[src/rtl/score_bcd_counter.sv]
// score_bcd_counter: saturating game-score accumulator with a one-bit-per-clock
// shift-add-3 binary-to-BCD converter. The bcd/lz_mask outputs only update when
// a full conversion completes, so the seven-segment readout never sees partial
// values.
module score_bcd_counter #(
  parameter int SCORE_W   = 20,
  parameter int PTS_W     = 8,
  parameter int DIGITS    = 6,
  parameter int MAX_SCORE = 999999
) (
  input  logic                  clk,
  input  logic                  resetn,
  input  logic                  clear,
  input  logic                  add_valid,
  input  logic [PTS_W-1:0]      add_points,
  output logic [SCORE_W-1:0]    score,
  output logic                  saturated,
  output logic                  busy,
  output logic [4*DIGITS-1:0]   bcd,
  output logic [DIGITS-1:0]     lz_mask,
  output logic                  bcd_update
);

  localparam int CNT_W = $clog2(SCORE_W + 1);
  localparam logic [SCORE_W:0] MAX_EXT = (SCORE_W+1)'(MAX_SCORE);

  typedef enum logic [1:0] {IDLE, SHIFT, DONE} state_t;

  state_t                r_state;
  logic [SCORE_W-1:0]    r_score;
  logic                  r_sat;
  logic                  r_dirty;
  logic [SCORE_W-1:0]    r_bin;
  logic [4*DIGITS-1:0]   r_work;
  logic [CNT_W-1:0]      r_cnt;
  logic [4*DIGITS-1:0]   r_bcd;
  logic [DIGITS-1:0]     r_lz;
  logic                  r_upd;

  logic [SCORE_W:0]      w_sum;
  logic                  w_over;
  logic                  w_set_dirty;
  logic [4*DIGITS-1:0]   w_adj;
  logic [DIGITS-1:0]     w_nz;
  logic [DIGITS-1:0]     w_lz;

  // One extra bit on the sum so an overflow past 2^SCORE_W still compares high.
  assign w_sum       = {1'b0, r_score} + {{(SCORE_W+1-PTS_W){1'b0}}, add_points};
  assign w_over      = (w_sum > MAX_EXT);
  assign w_set_dirty = clear | add_valid;

  // Per-digit add-3 correction and nonzero flags for leading-zero blanking.
  for (genvar d = 0; d < DIGITS; d++) begin : g_dig
    assign w_adj[4*d +: 4] = (r_work[4*d +: 4] >= 4'd5) ? r_work[4*d +: 4] + 4'd3
                                                         : r_work[4*d +: 4];
    assign w_nz[d] = |r_work[4*d +: 4];
    if (d == 0) begin : g_lz0
      assign w_lz[d] = 1'b1;
    end else begin : g_lzn
      assign w_lz[d] = |(w_nz >> d);
    end
  end

  // Score accumulation; clear beats add, sums past the ceiling clamp and stick.
  always_ff @(posedge clk or negedge resetn) begin
    if (!resetn) begin
      r_score <= '0;
      r_sat   <= 1'b0;
    end else if (clear) begin
      r_score <= '0;
      r_sat   <= 1'b0;
    end else if (add_valid) begin
      if (w_over) begin
        r_score <= MAX_EXT[SCORE_W-1:0];
        r_sat   <= 1'b1;
      end else begin
        r_score <= w_sum[SCORE_W-1:0];
      end
    end
  end

  // Conversion FSM: snapshot, SCORE_W shift-add-3 steps, then publish once.
  always_ff @(posedge clk or negedge resetn) begin
    if (!resetn) begin
      r_state <= IDLE;
      r_dirty <= 1'b0;
      r_bin   <= '0;
      r_work  <= '0;
      r_cnt   <= '0;
      r_bcd   <= '0;
      r_lz    <= {{(DIGITS-1){1'b0}}, 1'b1};
      r_upd   <= 1'b0;
    end else begin
      r_upd <= 1'b0;
      case (r_state)
        IDLE: begin
          if (r_dirty) begin
            r_bin   <= r_score;
            r_work  <= '0;
            r_cnt   <= '0;
            r_state <= SHIFT;
          end
        end
        SHIFT: begin
          // Top digit never carries out because MAX_SCORE < 10^DIGITS.
          r_work <= (4*DIGITS)'({w_adj, r_bin[SCORE_W-1]});
          r_bin  <= {r_bin[SCORE_W-2:0], 1'b0};
          r_cnt  <= r_cnt + 1'b1;
          if (r_cnt == CNT_W'(SCORE_W-1)) r_state <= DONE;
        end
        DONE: begin
          r_bcd   <= r_work;
          r_lz    <= w_lz;
          r_upd   <= 1'b1;
          r_state <= IDLE;
        end
        default: r_state <= IDLE;
      endcase
      // A new add/clear on the snapshot edge keeps dirty set for the next pass.
      if (w_set_dirty)                      r_dirty <= 1'b1;
      else if (r_state == IDLE && r_dirty)  r_dirty <= 1'b0;
    end
  end

  assign score      = r_score;
  assign saturated  = r_sat;
  assign busy       = (r_state != IDLE);
  assign bcd        = r_bcd;
  assign lz_mask    = r_lz;
  assign bcd_update = r_upd;

endmodule
[config.mk]
export PLATFORM = sky130hd
export DESIGN_NAME = score_bcd_counter
export DESIGN_NICKNAME = d
export VERILOG_FILES = /design/src/rtl/score_bcd_counter.sv
export SDC_FILE = /design/constraint.sdc
export NUM_CORES = 1
export LEC_CHECK = 0
export ABC_AREA = 1
export BUFFER_PORTS_ARGS = -buffer_cell sky130_fd_sc_hd__buf_4
export CAP_MARGIN = 20
export CORE_ASPECT_RATIO = 1.4
export CORE_MARGIN = 3
export CORE_UTILIZATION = 45
export CTS_CLUSTER_DIAMETER = 200
export DETAILED_ROUTE_END_ITERATION = 7
export SYNTH_ARGS = -nofsm -noshare
export SYNTH_HDL_FRONTEND = slang
export SYNTH_SLANG_ARGS = --single-unit
[constraint.sdc]
create_clock -name clk -period 3.9 [get_ports clk]
set_input_delay 0.975 -clock clk [delete_from_list [all_inputs] [get_ports clk]]
set_output_delay 0.975 -clock clk [all_outputs]
set_load 0.02 [all_outputs]
=== Word level (Yosys, flattened, before mapping) ===
Cells that the tools add are included.

* Reductions and logical operators: 15
* Add/subtract/negate cells: 8
* Bitwise logic cells: 1
* Eq/ne operators: 5
* Order comparisons: 7
* Mux-type cells: 24

{| class="wikitable"
|+ Operators with widths
! operator !! number
|-
| 20-bit 2-to-1 mux || 4
|-
| 24-bit one-hot mux with 2 select lines || 1
|-
| 20-bit one-hot mux with 2 select lines || 1
|-
| 4-bit by 3-bit >= comparator with 1-bit output, second input constant || 6
|-
| 24-bit 2-to-1 mux || 1
|-
| 20-bit by 8-bit adder with 21-bit output || 1
|-
| 21-bit by 20-bit > comparator with 1-bit output, second input constant || 1
|-
| 4-bit by 2-bit adder with 4-bit output, second input constant || 5
|-
| 4-bit 2-to-1 mux || 5
|-
| 20-bit OR reduction || 1
|-
| 16-bit OR reduction || 1
|-
| 12-bit OR reduction || 1
|-
| 5-bit one-hot mux with 2 select lines || 1
|-
| 2-bit nonzero test || 5
|-
| 8-bit OR reduction || 1
|-
| 1-bit 2-to-1 mux || 6
|-
| 2-bit AND reduction || 3
|-
| 5-bit by 1-bit adder with 5-bit output, second input constant || 1
|-
| 5-bit == test, second input constant || 1
|-
| 5-bit 2-to-1 mux || 1
|-
| 2-bit 2-to-1 mux || 2
|-
| 2-bit != test, second input constant || 2
|-
| 2-bit one-hot mux with 2 select lines || 1
|-
| 4-bit OR reduction || 1
|-
| other kinds (7) || 7
|}

* Bits in registers: 103
* Word-level logic and storage cells: 70
* Output and inout bits: 53
* Input bits: 12

=== Logic depth before layout (Yosys ltp) ===
Gate-level depths: netlist of the first run.

* Depth after elaboration: 5
* Mapped depth: 19
* Gate-level depth less buffers: 19

=== Worst setup path after synthesis of the first run ===
Ideal clock, no wire load.

* Path kind: input to register
* Start point: in add_points[0]
* End point: reg r_score[16] (netlist: score[16])
* Slack: 925 ps
* Setup time: 120 ps
* Data arrival time: 2,855 ps
* Required time: 3,780 ps
* Stages on the path: 17
* Buffers on the path: 1
* Path through: ha_1 > inv_1 > fa_1 > inv_1 > nand2_1 > nand2_1 > nand3_2 > nand2_4 > nand2_2 > xnor2_2 > nand2_1 > nor2_2 > a21oi_2 > nand2_2 > buf_6 > o21ai_1 > nand2_1

* Cells in the longest elaborated chain, start to end: 5

{| class="wikitable"
|+ RTL lines
! element !! line !! text
|-
| from (decl) || 15 || <nowiki>input logic [PTS_W-1:0] add_points,</nowiki>
|-
| 20-bit by 8-bit adder with 21-bit output (*) || 48 || <nowiki>assign w_sum = {1'b0, r_score} + {{(SCORE_W+1-PTS_W){1'b0}}, add_points};</nowiki>
|-
| 21-bit by 20-bit > comparator with 1-bit output || 49 || <nowiki>assign w_over = (w_sum > MAX_EXT);</nowiki>
|-
| 20-bit 2-to-1 mux (*) || 73 || <nowiki>if (w_over) begin</nowiki>
|-
| 20-bit 2-to-1 mux (*) || 72 || <nowiki>end else if (add_valid) begin</nowiki>
|-
| 20-bit 2-to-1 mux (*) || 69 || <nowiki>end else if (clear) begin</nowiki>
|-
| to (signal assigned) || 74 || <nowiki>r_score <= MAX_EXT[SCORE_W-1:0];</nowiki>
|-
| to (signal assigned) || 77 || <nowiki>r_score <= w_sum[SCORE_W-1:0];</nowiki>
|-
| to (decl) || 30 || <nowiki>logic [SCORE_W-1:0] r_score;</nowiki>
|}

Every way passes the cells marked *; elsewhere a longest branch is shown, timed or not. The select of a mux whose other input is x is not followed.
A chain may end at the register's enable or synchronous reset.

=== Worst setup path after layout of the first run ===
* Start point: in add_points[0]
* End point: reg r_score[17] (netlist: score[17])

The elaborated chain is that of the path after synthesis.

==> impl_metrics.toml, run 1 <==
[sta]
final_max_slew_viol_count = 0
worst_slew_margin_rel_pct = 49.6
final_min_period_over_clock_period_pct = 76.3
rsz0062_at_grt = "no"
worst_slew_pin_slew_ns = 0.753
final_period_minus_worst_setup_slack_ns = 2.97
setup_violations = 0
finalSetupTns_ns = 0
hold_viol = 0
timing.clock.skew_ns = 0.00842
maxClockFrequency_mhz = 336

[global_route]
all_layer_gr_usage_pct = 19.4
global_route_wire_length_before_repair_um = 21100
grt_remaining_overflow = 0
antenna_found_initial = 0
first_global_vias = 4410
maximum_number_of_pins_on_one_net_before_global_route_repair = 104

[drt]
drt-wirelength-per-cell_um = 14.2
detail_route.vias_per_cell = 5.19
drt_wl_total_um = 12400
detail_route.first_pass.iterations = 4
drc = 0
drt_iter0_markers = 165
antenna_left = 0
vias = 4532

[final_layout]
layout.core_utilization_pct = 54.8
post_route_cells_drive_above_1_share_pct = 14.2
total_inserted_antenna_cells = 0
final_cell_count_no_fill = 874
area_delta_synth_final_pct = 16.6
nFillCells = 1117
final_nets = 764

[logic_synthesis]
postSynthCellCount = 667
ys_ff_latch = 103
synthesis.area_per_instance_um2 = 8.15
synth.yosys.seq_area_share_pct = 47.4
synth_largest_type_area_fraction_pct = 47.4
synth.cell_area_um2 = 5440
synth_top_area_cell = "sky130_fd_sc_hd__dfrtp_1"
yosysWarningCount = 0
ys_types = 40
postSynthNetCount = 706
synth.area.top_cells = "sky130_fd_sc_hd__dfrtp_1 (47%), sky130_fd_sc_hd__nand2_1 (11%), sky130_fd_sc_hd__inv_1 (6.4%), sky130_fd_sc_hd__o21ai_0 (6.1%), sky130_fd_sc_hd__ha_1 (6.0%)"

[cts]
post_cts_resized = 0
cts.hold.buffers_added = 0
clock_tree.htree_level_count = 3
number_of_clock_buffers_inserted_by_tritoncts = 9
tritoncts = "built"
ctsRootBufferMaster = "sky130_fd_sc_hd__clkbuf_16"
cts.repair_timing.setup_buffer_count = 0
cts_max_path_buffers = 2
clkSinkCount = 103
path_clk_slew_ns = 0.06
insertion_delay_of_the_later_clocked_pin_in_the_worst_skew_pair_ns = 0.34

[power_and_ir_drop]
power.leakage_uw = 0.00315
max-vdd-ir-drop_v = 0.000191
power_density_nw_per_um2 = 389

[floorplan]
die-height_um = 136
core-area_um2 = 11600
start_util_pct = 47.0
design.die.area_um2 = 13500
boundaryPins = 65
core.rowCount = 46
die_span_in_x_um = 98.9

[setup_path]
critPathCaptureType = "flop"
crit_path_frequent_cell = "sky130_fd_sc_hd__nand2_1"
critical_path_peak_fanout = 11
cp.arrival_ns = 3.20
timing.setup.critical_path_class = "in -> reg"
cp_data_required_time_ns = 4.12
cp_cell_sequence = "buf_4 -> ha_1 -> inv_1 -> fa_1 -> inv_1 -> nand2_1 -> nand2_1 -> nand3_2 -> nand2_4 -> nand2_2 -> xnor2_2 -> nand2_1 -> nor2_2 -> a21oi_2 -> nand2_2 -> o21ai_0 -> nand2_1"
critPathLaunchType = "input port"
critical_path.max_stage_delay_ns = 0.40
crit_slowest_cell = "sky130_fd_sc_hd__fa_1"

[job]
timing.max_cap.violations = 0

[hold_path]
worst_hold_path_type = "reg -> reg"

[placed_design]
number_of_i_o_port_buffers = 63
place_hpwl_um = 9090
gpl.final_weighted_congestion = 0.855
placed_cells_incl_taps = 858

[status]
status = "complete, no violations"
==> power breakdown <==
part           switching (µW)  total [µW]  internal, µW
Clock                     389         887           498
Combinational             234         391           156
Sequential               49.9        1180          1130
Total                     673        2460          1790
==> state kept, by name (all words and copies together), names as in the netlist <==
signal	cells
bcd	24
bcd_update	1
lz_mask	5
r_bin	20
r_cnt	5
r_dirty	1
r_state	2
r_work	24
saturated	1
score	20
==> per-layer routing <==
| metal | GRT usage, % | share of wire [%] | vias up |
|---|---|---|---|
| li1 | - | - | 2291 |
| met4 | 6.76 | 2.1 | 0 |
| met1 | 22.8 | 42 | 2129 |
| met3 | 2.98 | 3.7 | 20 |
| met2 | 35.5 | 52 | 92 |
| met5 | 0 | 0 | - |
==> area by class of cell <==
cell class / count / area, µm² / share of cell area (%)
clock buffer: 11 / 233 / 3.67
clock inverter: 5 / 58.8 / 0.928
inverter: 95 / 357 / 5.63
multi-input combinational: 448 / 2410 / 38.0
sequential: 103 / 2580 / 40.7
tap: 144 / 180 / 2.84
timing repair buffer: 68 / 523 / 8.25
==> cells in the mapped netlist, drive strengths merged <==
library cell and instances:
buf 3, mux2i 1, a22o 2, nor3 3, a21boi 1, a21oi 31
clkbuf 18, conb 1, nand2 172, nand3 41, nand3b 4, a41oi 1
xor2 8, clkinv 1, xnor2 3, fa 1, o21a 1, o211ai 1
nand4 7, o22ai 27, nor2 33, o221ai 1, inv 94, o32ai 2
ha 26, or2 4, o311ai 2, o21ai 75, dfrtp 103
==> cells in the final DEF, fill, tap and decap left out, types with 2 or more instances in the layout <==
master                       count
sky130_fd_sc_hd__nand2_1       166
sky130_fd_sc_hd__a21oi_2         3
sky130_fd_sc_hd__clkbuf_16       9
sky130_fd_sc_hd__o21ai_1         9
sky130_fd_sc_hd__nand3b_1        4
sky130_fd_sc_hd__nor3_1          3
sky130_fd_sc_hd__a22o_1          2
sky130_fd_sc_hd__nand4_1         7
sky130_fd_sc_hd__ha_1           26
sky130_fd_sc_hd__o22ai_1        27
sky130_fd_sc_hd__nand2_2         5
sky130_fd_sc_hd__nand3_2         5
sky130_fd_sc_hd__nor2_2          4
sky130_fd_sc_hd__clkbuf_1        2
sky130_fd_sc_hd__o21ai_0        66
sky130_fd_sc_hd__nand3_1        36
sky130_fd_sc_hd__xnor2_1         2
sky130_fd_sc_hd__or2_1           2
sky130_fd_sc_hd__or2_2           2
sky130_fd_sc_hd__xor2_1          8
sky130_fd_sc_hd__inv_1          93
sky130_fd_sc_hd__o311ai_0        2
sky130_fd_sc_hd__a21oi_1        28
sky130_fd_sc_hd__dfrtp_1       103
sky130_fd_sc_hd__nor2_1         29
sky130_fd_sc_hd__buf_4          67
sky130_fd_sc_hd__clkinvlp_4      2
sky130_fd_sc_hd__o32ai_1         2
==> path summary, 6_finish.rpt <==
kind,from,depth (start not counted),slack [ns],end
worst max register to register,score[0],16,1.18,score[17]
worst min register to register,lz_mask[5],2,0.48,lz_mask[5]
worst min-delay path,lz_mask[5],2,0.48,lz_mask[5]
worst max-delay path,add_points[0],17,0.93,score[17]
max in group asynchronous,resetn,2,2.81,score[10]
min in group asynchronous,resetn,2,0.69,r_work[23]
==> logic make-up after synthesis <==
kind of cell    after synthesis  synth area share (%)
xor+xnor                     11                  1.91
compound gates              144                  14.8
simple gates                264                  21.0
other cells                   1                0.0690
buf+inv                     116                  8.24
mux                           1                 0.184
fa+ha+maj                    27                  6.35
flops                       103                  47.4
==> critical path: cells and delay by family <==
kind                     cells  cell delay [ns]
XOR/XNOR                     1             0.14
adder cells (fa/ha/maj)      2             0.59
AND/OR/NAND/NOR              9             0.87
buffers and inverters        3             0.22
AO/OA/AOI/OAI                2             0.40
==> metrics by stage <==
stage	setup WS [ns]	power (µW)	hold WS (ns)	area, µm²
final	0.926	2460	0.479	6340
after global routing	0.639	2580	0.503	6340
after CTS	0.937	2500	0.486	6340
after detailed placement	0.595	1610	0.468	6050
after global placement	0.617	1600	0.466	6050
after floorplan	0.925	1420	0.446	5440
Power figures use the tool's default switching activity.
==> run 2: changes to the inputs <==
Clock period 3.9 ns to 3 ns, I/O delays scaled along.
==> run 2 against run 1 <==
Effect of this change: first-iteration DRC count shrank 22%; wire length increased by 0.11%; cell count grew 0.69%; sequential share of layout area down 0.37 points; sequential power increased by 31%; flip-flop and latch count unchanged; highest routed layer unchanged.
==> impl_metrics.toml, run 2 (synthesis results as in run 1) <==
[status]
status = "complete, no violations"

[placed_design]
place_hpwl_um = 9140
number_of_i_o_port_buffers = 63
gpl.final_weighted_congestion = 0.920
detailed_place.area_um2 = 6100

[sta]
worst_slew_margin_rel_pct = 49.2
hold_viol = 0
rsz0062_at_grt = "no"
setup_violations = 0
timing.clock.skew_ns = 0.00777
final_max_slew_viol_count = 0
final_period_minus_worst_setup_slack_ns = 2.64
final_min_period_over_clock_period_pct = 87.8
worst_slew_pin_slew_ns = 0.761
maxClockFrequency_mhz = 380
finalSetupTns_ns = 0

[power_and_ir_drop]
p_sw_share_pct = 27.0
power_switching_uw = 870
clkPwrFrac_pct = 36.1
pwr-share-seq_pct = 47.8
power.leakage_uw = 0.00319
max-vdd-ir-drop_v = 0.000268
power_density_nw_per_um2 = 504
intPower_uw = 2350
combinationalPowerShare_pct = 16.1

[drt]
met2_wirelength_um = 6380
drt_wl_total_um = 12500
drt-wirelength-per-cell_um = 14.2
drt_iter0_markers = 128
detail_route.vias_per_cell = 5.17
antenna_left = 0
met3RoutedLength_um = 466
dr.max_layer_used = "met4"
drc = 0
wirelength_met1_um = 5280
vias = 4549
detail_route.first_pass.iterations = 4

[global_route]
all_layer_gr_usage_pct = 19.2
global_route_wire_length_before_repair_um = 21100
maximum_number_of_pins_on_one_net_before_global_route_repair = 104
first_global_vias = 4463
antenna_found_initial = 0
grt_remaining_overflow = 0

[setup_path]
timing.setup.critical_path_class = "in -> reg"
cp.arrival_ns = 2.86
critical_path_peak_fanout = 11
crit_slowest_cell = "sky130_fd_sc_hd__fa_1"
critPathLaunchType = "input port"
cp_cell_sequence = "buf_4 -> ha_1 -> inv_1 -> fa_1 -> inv_1 -> nand2_1 -> nand2_1 -> nand3_2 -> nand2_4 -> nand3_1 -> nand2_1 -> nand2_1 -> nand2_1 -> nand2_1 -> a21oi_2 -> nand2_2 -> o21ai_0 -> nand2_1"
crit_family = "simple AND/OR/NAND/NOR gates"
crit_path_frequent_cell = "sky130_fd_sc_hd__nand2_1"
critical_path.max_stage_delay_ns = 0.38
cp_data_required_time_ns = 3.23
critPathCaptureType = "flop"
critPathBufInv = 3

[floorplan]
start_util_pct = 47.0
design.die.area_um2 = 13500
die-height_um = 136
core-area_um2 = 11600
boundaryPins = 65
die_span_in_x_um = 98.9
core.rowCount = 46

[final_layout]
area_delta_synth_final_pct = 17.7
layout.cell_area.non_filler_um2 = 6400
layout.core_utilization_pct = 55.3
mostFrequentLayoutCell = "sky130_fd_sc_hd__nand2_1"
total_inserted_antenna_cells = 0
nFillCells = 1086
final_cell_mix = "sky130_fd_sc_hd__nand2_1 (166), sky130_fd_sc_hd__dfrtp_1 (103), sky130_fd_sc_hd__inv_1 (93)"
post_route_cells_drive_above_1_share_pct = 15.2
final_nets = 771

[cts]
post_cts_resized = 0
clkSinkCount = 103
number_of_clock_buffers_inserted_by_tritoncts = 9
cts_max_path_buffers = 2
insertion_delay_of_the_later_clocked_pin_in_the_worst_skew_pair_ns = 0.34
tritoncts = "built"
ctsRootBufferMaster = "sky130_fd_sc_hd__clkbuf_16"
cts.hold.buffers_added = 0
cts.repair_timing.setup_buffer_count = 0
clock_tree.htree_level_count = 3
path_clk_slew_ns = 0.07

[hold_path]
worst_hold_path_type = "in -> async"

[job]
timing.max_cap.violations = 0
run 2: changes by cell type in the layout (fill, tap and decap cells not counted):
| cell | delta |
|---|---|
| sky130_fd_sc_hd__clkbuf_1 | -2 |
| sky130_fd_sc_hd__buf_4 | +7 |
| sky130_fd_sc_hd__clkbuf_8 | +1 |
run 2: path summary, 6_finish.rpt:
check                               from         end  slack (ns)  cells past startpoint
max                        add_points[0]   score[17]        0.36                     18
min                               resetn  r_work[23]        0.45                      2
max reg2reg                     score[0]   score[17]        0.39                     17
min reg2reg                   lz_mask[5]  lz_mask[5]        0.48                      2
max in group asynchronous         resetn    r_bin[9]        2.13                      2
min in group clk              lz_mask[5]  lz_mask[5]        0.48                      2
run 2: final cells by class:
type | instances | area, µm² | area share [%]
clock inverters | 5 | 58.8 | 0.919
repair buffers | 75 | 576 | 9.00
multi-input cells | 448 | 2410 | 37.7
well taps | 144 | 180 | 2.82
clock buffers | 10 | 239 | 3.74
inverters | 95 | 357 | 5.57
flip-flops and latches | 103 | 2580 | 40.3
run 2: power by group through the flow:
stage | clock network [µW] | registers, µW | logic [µW]
3_3_place_gp | 0 | 1560 | 524
5_1_grt | 1250 | 1550 | 575
3_5_place_dp | 0 | 1570 | 527
6_report | 1160 | 1540 | 518
4_1_cts | 1200 | 1540 | 529
2_1_floorplan | 0 | 1640 | 207
run 2: through the flow:
stage	setup slack, ns	power [µW]	instances	hold WS, ns
global placement	0.0528	2090	865	0.462
detailed placement	0.0240	2090	865	0.468
finish	0.365	3220	880	0.448
global route	0.00679	3370	880	0.483
floorplan	0.250	1850	667	0.446
CTS	0.357	3270	880	0.481
run 2: routing by layer:
metal,vias to the layer above,GRT usage [%]
li1,2313,-
met1,2125,22.8
met2,87,34.2
met3,24,3.34
met4,0,7.82
met5,-,0
==> run 3: changes to the inputs <==
Settings changed: CTS_BUF_LIST set to sky130_fd_sc_hd__clkbuf_4.
==> run 3 against run 2 <==
Effect of this change: cell count stayed put; clock-buffer cell count is 1 lower; flip-flop and latch count stayed put; highest routed layer unchanged; non-clock buffer count stayed put; wire length is 0.62% lower; worst setup slack better by 0.048 ns; critical endpoint unchanged; core utilization is 1.4 points lower.
==> impl_metrics.toml, run 3 (synthesis results as in run 1) <==
[status]
status = "complete, no violations"

[final_layout]
nFillCells = 1104
mostFrequentLayoutCell = "sky130_fd_sc_hd__nand2_1"
total_inserted_antenna_cells = 0
post_route_cells_drive_above_1_share_pct = 15.2
final_nets = 771
area_delta_synth_final_pct = 14.6
final_cell_mix = "sky130_fd_sc_hd__nand2_1 (166), sky130_fd_sc_hd__dfrtp_1 (102), sky130_fd_sc_hd__inv_1 (93)"

[power_and_ir_drop]
combinationalPowerShare_pct = 18.8
pwr-share-seq_pct = 55.9
totalPowerFinal_uw = 2750
power_density_nw_per_um2 = 442
intPower_uw = 1930
power.leakage_uw = 0.00311
max-vdd-ir-drop_v = 0.000238
p_sw_share_pct = 29.7
clkPwrFrac_pct = 25.2
power_switching_uw = 818

[sta]
worst_slew_pin_slew_ns = 0.786
final_period_minus_worst_setup_slack_ns = 2.59
final_min_period_over_clock_period_pct = 86.2
finalSetupTns_ns = 0
worst_slew_margin_rel_pct = 47.6
hold_viol = 0
maxClockFrequency_mhz = 387
rsz0062_at_grt = "no"
final_max_slew_viol_count = 0
setup_violations = 0
timing.clock.skew_ns = 0.0203

[drt]
drt_iter0_markers = 152
antenna_left = 0
drt_wl_total_um = 12400
detail_route.vias_per_cell = 5.15
drc = 0
detail_route.first_pass.iterations = 4
vias = 4533
drt-wirelength-per-cell_um = 14.1

[hold_path]
worst_hold_path_type = "in -> async"

[floorplan]
die_span_in_x_um = 98.9
design.die.area_um2 = 13500
start_util_pct = 47.0
core.rowCount = 46
boundaryPins = 65
core-area_um2 = 11600
die-height_um = 136

[cts]
path_clk_slew_ns = 0.15
number_of_clock_buffers_inserted_by_tritoncts = 9
cts_max_path_buffers = 2
ctsRootBufferMaster = "sky130_fd_sc_hd__clkbuf_4"
tritoncts = "built"
insertion_delay_of_the_later_clocked_pin_in_the_worst_skew_pair_ns = 0.45
clkSinkCount = 103
clock_tree.htree_level_count = 3

[global_route]
maximum_number_of_pins_on_one_net_before_global_route_repair = 104
first_global_vias = 4418
global_route_wire_length_before_repair_um = 20900
grt_remaining_overflow = 0
antenna_found_initial = 0
all_layer_gr_usage_pct = 19.1

[placed_design]
place_hpwl_um = 9140
gpl.final_weighted_congestion = 0.920
number_of_i_o_port_buffers = 63

[setup_path]
critical_path_peak_fanout = 11
timing.setup.critical_path_class = "reg -> reg"
cp_data_required_time_ns = 3.34
critical_path.max_stage_delay_ns = 0.43
cp_cell_sequence = "ha_1 -> inv_1 -> fa_1 -> inv_1 -> nand2_1 -> nand2_1 -> nand3_2 -> nand2_4 -> nand3_1 -> nand2_1 -> nand2_1 -> nand2_1 -> nand2_1 -> a21oi_2 -> nand2_2 -> o21ai_0 -> nand2_1"
critPathLaunchType = "flop"
critPathBufInv = 2
crit_family = "simple AND/OR/NAND/NOR gates"
cp.arrival_ns = 2.93
crit_slowest_cell = "sky130_fd_sc_hd__dfrtp_2"
crit_path_frequent_cell = "sky130_fd_sc_hd__nand2_1"
critPathCaptureType = "flop"

[job]
timing.max_cap.violations = 0
run 3: cell count changes in the layout (fill, tap and decap cells not counted):
| cell | previous run | this run |
|---|---|---|
| sky130_fd_sc_hd__clkbuf_8 | 1 | 0 |
| sky130_fd_sc_hd__dfrtp_2 | 0 | 1 |
| sky130_fd_sc_hd__dfrtp_1 | 103 | 102 |
| sky130_fd_sc_hd__clkbuf_4 | 0 | 9 |
| sky130_fd_sc_hd__clkbuf_16 | 9 | 0 |
| sky130_fd_sc_hd__clkinv_1 | 1 | 2 |
run 3: through the flow:
step                      utilization (%)  std cells  instance area, µm²  hold WS (ns)  worst slack [ns]
final                                53.9        880                6230         0.318             0.413
after CTS                            53.9        880                6230         0.323             0.352
after floorplan                         -        667                5440         0.446             0.250
after global routing                 53.9        880                6230         0.313            0.0511
after global placement               52.7        865                6100         0.462            0.0528
after detailed placement             52.7        865                6100         0.468            0.0240
run 3: path summary, 6_finish.rpt:
check | start | to | slack, ns | cells past startpoint
max | score[0] | score[17] | 0.41 | 17
min | resetn | r_work[23] | 0.32 | 2
min reg2reg | r_cnt[4] | r_cnt[4] | 0.49 | 1
max reg2reg | score[0] | score[17] | 0.41 | 17
min in group clk | clear | saturated | 0.46 | 2
max in group asynchronous | resetn | score[0] | 2.25 | 2
run 3: power groups by stage:
| stage | sequential, µW | combinational (µW) | clock, µW |
|---|---|---|---|
| after floorplan | 1640 | 207 | 0 |
| after global placement | 1560 | 524 | 0 |
| after detailed placement | 1570 | 527 | 0 |
| after CTS | 1540 | 529 | 728 |
| after global routing | 1550 | 575 | 778 |
| final | 1540 | 518 | 695 |
run 3: repair_timing:
action,CTS,global route
setup endpoints to repair,0,1
gates resized for setup,0,1
hold buffers,0,0
setup buffers,0,0
run 3: worst reg2reg max path, stage by stage (launching register included):
cell	delay, ns
sky130_fd_sc_hd__dfrtp_2	0.43
sky130_fd_sc_hd__ha_1	0.19
sky130_fd_sc_hd__inv_1	0.06
sky130_fd_sc_hd__fa_1	0.38
sky130_fd_sc_hd__inv_1	0.06
sky130_fd_sc_hd__nand2_1	0.04
sky130_fd_sc_hd__nand2_1	0.09
sky130_fd_sc_hd__nand3_2	0.10
sky130_fd_sc_hd__nand2_4	0.13
sky130_fd_sc_hd__nand3_1	0.08
sky130_fd_sc_hd__nand2_1	0.06
sky130_fd_sc_hd__nand2_1	0.08
sky130_fd_sc_hd__nand2_1	0.07
sky130_fd_sc_hd__nand2_1	0.06
sky130_fd_sc_hd__a21oi_2	0.21
sky130_fd_sc_hd__nand2_2	0.19
sky130_fd_sc_hd__o21ai_0	0.19
sky130_fd_sc_hd__nand2_1	0.06
run 3: cell type report:
cell class	instances	area (µm²)	area share [%]
Inverter	95	357	5.72
Sequential cell	103	2580	41.4
Multi-Input combinational cell	448	2410	38.7
Clock inverter	6	62.6	1.00
Timing Repair Buffer	75	576	9.24
Clock buffer	9	67.6	1.08
Tap cell	144	180	2.89
run 3: routing by layer:
metal,vias to the layer above,routed length [µm],track usage [%],share of wire (%)
met5,-,0,0,0
met4,0,281,6.99,2.3
met3,21,471,3.80,3.8
met2,85,6310,34.1,51
met1,2118,5320,22.6,43
li1,2309,-,-,-
